`config.mk`:
```
export PLATFORM = sky130hd
export DESIGN_NAME = motion_sequencer
export DESIGN_NICKNAME = d
export VERILOG_FILES = /design/src/rtl/motor_pkg.sv /design/src/rtl/coil_phase_lut.sv /design/src/rtl/motion_sequencer.sv
export SDC_FILE = /design/constraint.sdc
export NUM_CORES = 1
export LEC_CHECK = 0
export CELL_PAD_IN_SITES_DETAIL_PLACEMENT = 1
export CELL_PAD_IN_SITES_GLOBAL_PLACEMENT = 2
export CORE_ASPECT_RATIO = 1.1
export CORE_MARGIN = 2
export CORE_UTILIZATION = 30
export DETAILED_ROUTE_END_ITERATION = 10
export PLACE_DENSITY = 0.91
export SLEW_MARGIN = 10
export SYNTH_ARGS = -nofsm -noshare
export SYNTH_HDL_FRONTEND = slang
export SYNTH_SLANG_ARGS = --single-unit
```
`constraint.sdc`:
```
create_clock -name clk -period 5.4 [get_ports clk]
set_input_delay 1.62 -clock clk [delete_from_list [all_inputs] [get_ports clk]]
set_output_delay 1.62 -clock clk [all_outputs]
set_load 0.005 [all_outputs]
```
`src/rtl/motor_pkg.sv`:
```
// -----------------------------------------------------------------------------
// motor_pkg
//   Shared definitions for the stepper-motor datapath.
//   - seq_state_e : move-sequencer state (IDLE / RUN / DONE)
//   - PH_W        : width of the phase index (8 half-step phases)
//   - PHASE_TABLE : coil pattern {B', A', B, A} for each phase index
//   - COIL_OFF    : all coils de-energised (power-up value only)
// -----------------------------------------------------------------------------
package motor_pkg;

  localparam int PH_W = 3;

  localparam logic [3:0] COIL_OFF = 4'b0000;

  typedef enum logic [1:0] {
    ST_IDLE = 2'd0,
    ST_RUN  = 2'd1,
    ST_DONE = 2'd2
  } seq_state_e;

  // Packed so that PHASE_TABLE[i] selects phase i. The leftmost entry is
  // index 7. Odd indices energise two coils (full-step positions), and even
  // indices energise one coil (the extra half-step positions).
  localparam logic [7:0][3:0] PHASE_TABLE = {
    4'b1001,  // 7
    4'b1000,  // 6
    4'b1100,  // 5
    4'b0100,  // 4
    4'b0110,  // 3
    4'b0010,  // 2
    4'b0011,  // 1
    4'b0001   // 0
  };

endpackage

```
`src/rtl/coil_phase_lut.sv`:
```
// -----------------------------------------------------------------------------
// coil_phase_lut
//   Combinational phase-index to coil-pattern decoder. This block is shared
//   with the microstep and driver blocks.
//   Ports:
//     phase_idx [PH_W-1:0] in  : phase index 0..7
//     coil_pat  [3:0]      out : coil drive pattern {B', A', B, A}
// -----------------------------------------------------------------------------
module coil_phase_lut
  import motor_pkg::*;
(
  input  logic [PH_W-1:0] phase_idx,
  output logic [3:0]      coil_pat
);

  assign coil_pat = PHASE_TABLE[phase_idx];

endmodule

```
`src/rtl/motion_sequencer.sv`:
```
// -----------------------------------------------------------------------------
// motion_sequencer
//   Command-driven step sequencer. The block accepts a move through a
//   valid/ready handshake. It advances the phase index on each rising edge of
//   step_tick and drives the four coil outputs. A move can be aborted.
//   Ports:
//     clk, rst (async, active-low)
//     cmd_valid/cmd_ready : command handshake (ready only in IDLE)
//     cmd_steps  : step count (ignored for continuous moves)
//     cmd_dir    : 1 = forward (index +), 0 = reverse (index -)
//     cmd_half   : 1 = half-step, 0 = full-step (two coils on)
//     cmd_cont   : 1 = run until abort
//     abort      : end the current move
//     step_tick  : step-rate strobe; each rising edge requests one step
//     coil       : coil drive {B', A', B, A}, registered
//     busy       : a move is in progress
//     done       : one-cycle pulse at the end of every move
//     steps_left : steps remaining in the current move
// -----------------------------------------------------------------------------
module motion_sequencer
  import motor_pkg::*;
#(
  parameter int CNT_W = 16
) (
  input  logic             clk,
  input  logic             rst,
  input  logic             cmd_valid,
  output logic             cmd_ready,
  input  logic [CNT_W-1:0] cmd_steps,
  input  logic             cmd_dir,
  input  logic             cmd_half,
  input  logic             cmd_cont,
  input  logic             abort,
  input  logic             step_tick,
  output logic [3:0]       coil,
  output logic             busy,
  output logic             done,
  output logic [CNT_W-1:0] steps_left
);

  seq_state_e       state_q, state_d;
  logic [PH_W-1:0]  index_q, index_d;
  logic [3:0]       coil_q, coil_d;
  logic [CNT_W-1:0] steps_left_q, steps_left_d;
  logic             dir_q, dir_d;
  logic             half_q, half_d;
  logic             cont_q, cont_d;
  logic             tick_q;

  logic             tick_edge;
  logic             accept;
  logic             phase_load;
  logic [PH_W-1:0]  step_amt;
  logic [3:0]       lut_pat;

  // A step_tick held high for several cycles counts as a single request.
  assign tick_edge = step_tick & ~tick_q;

  assign accept    = cmd_valid && (state_q == ST_IDLE);

  // A half step moves one phase. A full step moves two phases, so the index
  // stays on the odd (two-coil) positions.
  assign step_amt  = half_q ? PH_W'(1) : PH_W'(2);

  // NOTE: every signal written here gets a default first, so no path leaves
  // a value unassigned and no latch is inferred.
  always_comb begin
    state_d      = state_q;
    index_d      = index_q;
    steps_left_d = steps_left_q;
    dir_d        = dir_q;
    half_d       = half_q;
    cont_d       = cont_q;
    phase_load   = 1'b0;

    case (state_q)
      ST_IDLE: begin
        if (accept) begin
          dir_d        = cmd_dir;
          half_d       = cmd_half;
          cont_d       = cmd_cont;
          steps_left_d = cmd_cont ? '0 : cmd_steps;
          // Full-step moves start from the nearest two-coil position. This
          // alignment is not counted as a step. OR-ing in bit 0 has no
          // effect when the index is already odd.
          index_d      = cmd_half ? index_q : (index_q | PH_W'(1));
          phase_load   = 1'b1;
          state_d      = (!cmd_cont && (cmd_steps == '0)) ? ST_DONE : ST_RUN;
        end
      end

      ST_RUN: begin
        // An abort takes priority over a tick edge in the same cycle.
        // Position and count hold.
        if (abort) begin
          state_d = ST_DONE;
        end else if (tick_edge) begin
          // The 3-bit index wraps modulo 8 in both directions.
          index_d    = dir_q ? (index_q + step_amt) : (index_q - step_amt);
          phase_load = 1'b1;
          if (!cont_q) begin
            steps_left_d = steps_left_q - CNT_W'(1);
            if (steps_left_q == CNT_W'(1)) begin
              state_d = ST_DONE;
            end
          end
        end
      end

      ST_DONE: begin
        state_d = ST_IDLE;
      end

      default: begin
        state_d = ST_IDLE;
      end
    endcase
  end

  coil_phase_lut u_coil_phase_lut (
    .phase_idx (index_d),
    .coil_pat  (lut_pat)
  );

  // The coils are only reloaded when the phase changes. Otherwise they hold
  // the last pattern, which keeps holding torque in IDLE and DONE.
  assign coil_d = phase_load ? lut_pat : coil_q;

  // NOTE: sequential state uses non-blocking assignments only. All flops then
  // sample the pre-edge values, with no race between processes.
  always_ff @(posedge clk or negedge rst) begin
    if (!rst) begin
      state_q      <= ST_IDLE;
      index_q      <= '0;
      coil_q       <= COIL_OFF;
      steps_left_q <= '0;
      dir_q        <= 1'b0;
      half_q       <= 1'b0;
      cont_q       <= 1'b0;
      tick_q       <= 1'b0;
    end else begin
      state_q      <= state_d;
      index_q      <= index_d;
      coil_q       <= coil_d;
      steps_left_q <= steps_left_d;
      dir_q        <= dir_d;
      half_q       <= half_d;
      cont_q       <= cont_d;
      tick_q       <= step_tick;
    end
  end

  assign coil       = coil_q;
  assign steps_left = steps_left_q;
  assign cmd_ready  = (state_q == ST_IDLE);
  assign busy       = (state_q == ST_RUN);
  assign done       = (state_q == ST_DONE);

endmodule

```
==> results.json <==
{
  "vias": 1676,
  "drtAntennaViolNets": 0,
  "finClkSkew_ns": 0.00745,
  "die_y_um": 82.9,
  "fin_setup_tns_ns": 0,
  "grt_pass1_wl_um": 8700,
  "cap_viol_max_count": 0,
  "min_period_ns": 4.05,
  "setup_ws_ns": 1.35,
  "yosys-top-cells-count": "dfrtp_1 (29), nor2_1 (26), o21ai_0 (25)",
  "synth.net_count": 222,
  "critPathLaunchType": "flip-flop",
  "antenna-diode-count": 0,
  "wl_met1_um": 2330,
  "hp-class": "flip-flop to flip-flop",
  "synthArstFlopShare_pct": 100,
  "power_density_nw_per_um2": 566,
  "max-vdd-ir-drop_mv": 0.284,
  "drtIter0Drc": 133,
  "clk_pin_slew_ns": 0.06,
  "syn_area_um2": 1700,
  "finalWirelength_um": 5250,
  "yosysSeqAreaShare_pct": 42.7,
  "outcome": "completed",
  "synth_mux_area_share_pct": 2.65,
  "synth_seq_cells": 29,
  "cts_buffers": 5,
  "fin_nets": 264,
  "row_count": 28,
  "cp_max_fo": 26,
  "synth_top_cell_area_share_pct": 42.7,
  "maxSlewViolCount": 0,
  "synth_top_family_by_area": "simple AND/OR/NAND/NOR gates",
  "syn_area_per_cell_um2": 8.75,
  "netlist_instances": 194,
  "place.gp.congestion": 0.777,
  "dominantRegCellSynth": "dfrtp_1",
  "finalCritPeriodShare_pct": 75.1,
  "port_buffers": 46,
  "cts_resized": 0,
  "floorplan.initialDensity_pct": 31.3,
  "synthToLayoutAreaGrowth_pct": 35.4,
  "max_freq_mhz": 247,
  "synthAdderAreaFrac_pct": 3.39,
  "highest_layer": "met4",
  "drc": 0,
  "synth_largest_area_cell": "dfrtp_1",
  "ioPinCount": 47,
  "grt_overflow": 0,
  "htree_levels": 2,
  "synth_xor_area_share_pct": 1.03,
  "yosys_warnings": 0,
  "die-area_um2": 6280,
  "relSlewSlack_pct": 32.5,
  "core_area_um2": 5430,
  "cts_setup_buffers": 0,
  "synth-edff-count": 0,
  "synth.most_common_cell": "dfrtp_1",
  "cts.hold.buffers_added": 0,
  "end_kind": "output port",
  "drt_pass1_iterations": 4,
  "path_class": "flip-flop to output port",
  "total_leakage_power_nw": 0.901,
  "grt_max_degree": 33,
  "grt_pass1_vias": 1783,
  "cp.arrival_ns": 2.43,
  "hold_viol": 0,
  "clockRootBuffer": "clkbuf_8",
  "n_fill_cell": 657,
  "insertion_delay_ns": 0.29,
  "dp_hpwl_um": 3770,
  "setup_viol": 0,
  "tritoncts": "built",
  "routed_via_density": 5.39,
  "dp_slack_ns": 1.62,
  "synth.area.top_cells": "dfrtp_1 (43%), o21ai_0 (7.4%), nor2_1 (5.7%)",
  "clockBufferDepth": 2,
  "wl_met3_um": 268,
  "numClockSinks": 29,
  "required_ns": 3.78,
  "synth_compound_area_share_pct": 22.6,
  "grt_usage_pct": 18.0,
  "antenna_found_initial": 0,
  "rsz0062_at_grt": "false",
  "wl_met2_um": 2540,
  "synth_cell_type_count": 41,
  "avgRoutedWirePerCell_um": 16.9,
  "drive_above_1_share_pct": 6.78,
  "finalPower_mw": 1.30,
  "die_x_um": 75.7,
  "worst_pin_slew_ns": 1.01,
  "yosys.area_share.simple_pct": 23.3
}
layout make-up:
class,count,area (um^2),area share (%)
clock buffer,7,86.3,3.75
inverter,7,26.3,1.14
tap,75,93.8,4.08
timing repair buffer,47,468,20.3
multi-input combinational,146,900,39.1
sequential,29,726,31.6
placed cells by master (no fill, tap or decap), types with 2 or more instances in the layout:
master           netlist  layout
clkbuf_8               0       6
nor4_1                 6       6
clkdlybuf4s50_1        0      46
a22oi_1                6       6
ha_1                   3       3
inv_1                  6       6
nor2b_1                2       2
o31ai_1                3       3
nand3_1                2       2
nor2_1                26      26
dfrtp_1               29      29
nand4_1                3       3
o21ai_0               25      25
nor3_1                 9       9
nand2b_1               3       3
o22a_1                 2       2
mux2_2                 4       4
a21o_1                 3       3
nand2_1                7       7
a31oi_1                6       6
or3_1                  5       5
a21oi_1               12      12
or4_1                  3       3
power breakdown:
part           switching [mW]  leakage, nW  internal (mW)  total (mW)
logic                   0.354        0.498          0.329       0.683
registers               0.113        0.359          0.316       0.430
clock network          0.0872       0.0443          0.101       0.188
total                   0.554        0.901          0.747        1.30
sequential cells by signal (all words and copies together) (netlist names):
| register | cells |
|---|---|
| state_q | 2 |
| steps_left | 16 |
| half_q | 1 |
| index_q | 3 |
| cont_q | 1 |
| dir_q | 1 |
| coil | 4 |
| tick_q | 1 |
layer usage:
layer,track usage (%),vias to the layer above
li1,-,801
met1,22.8,824
met2,28.9,41
met3,4.73,10
met4,6.38,0
met5,0,-
critical path, stage by stage (launching register included):
cell,delay [ns]
dfrtp_1,0.55
nand2b_1,0.78
inv_2,0.28
clkdlybuf4s50_1,0.52
stage by stage:
step / hold slack [ns] / area (um^2) / instances / util, %
final: 0.489 / 2300 / 311 / 42.4
after global routing: 0.527 / 2300 / 311 / 42.4
after CTS: 0.494 / 2300 / 311 / 42.4
after detailed placement: 0.472 / 2210 / 304 / 40.8
after global placement: 0.471 / 2210 / 304 / 40.8
after floorplan: 0.473 / 1700 / 194 / -
final timing paths:
kind | from | endpoint | slack (ns) | depth (start not counted)
setup / recovery | state_q[1] | busy | 1.35 | 3
hold / removal | coil[1] | coil[1] | 0.49 | 2
setup reg to reg | state_q[1] | steps_left[0] | 2.70 | 5
hold reg to reg | coil[1] | coil[1] | 0.49 | 2
max in group asynchronous | rst | index_q[0] | 3.38 | 2
min in group asynchronous | rst | steps_left[12] | 1.72 | 2
logic make-up (layout without fill, tap and decap cells):
kind of cell | count (synthesis) | in the layout
AOI/OAI and AO/OA | 63 | 63
xor gates and xnor gates | 2 | 2
adders and majority gates | 4 | 4
buffers and inverters | 19 | 61
DFF | 29 | 29
muxes | 4 | 4
and+or+nand+nor | 73 | 73
(Power assumes the default switching activity.)
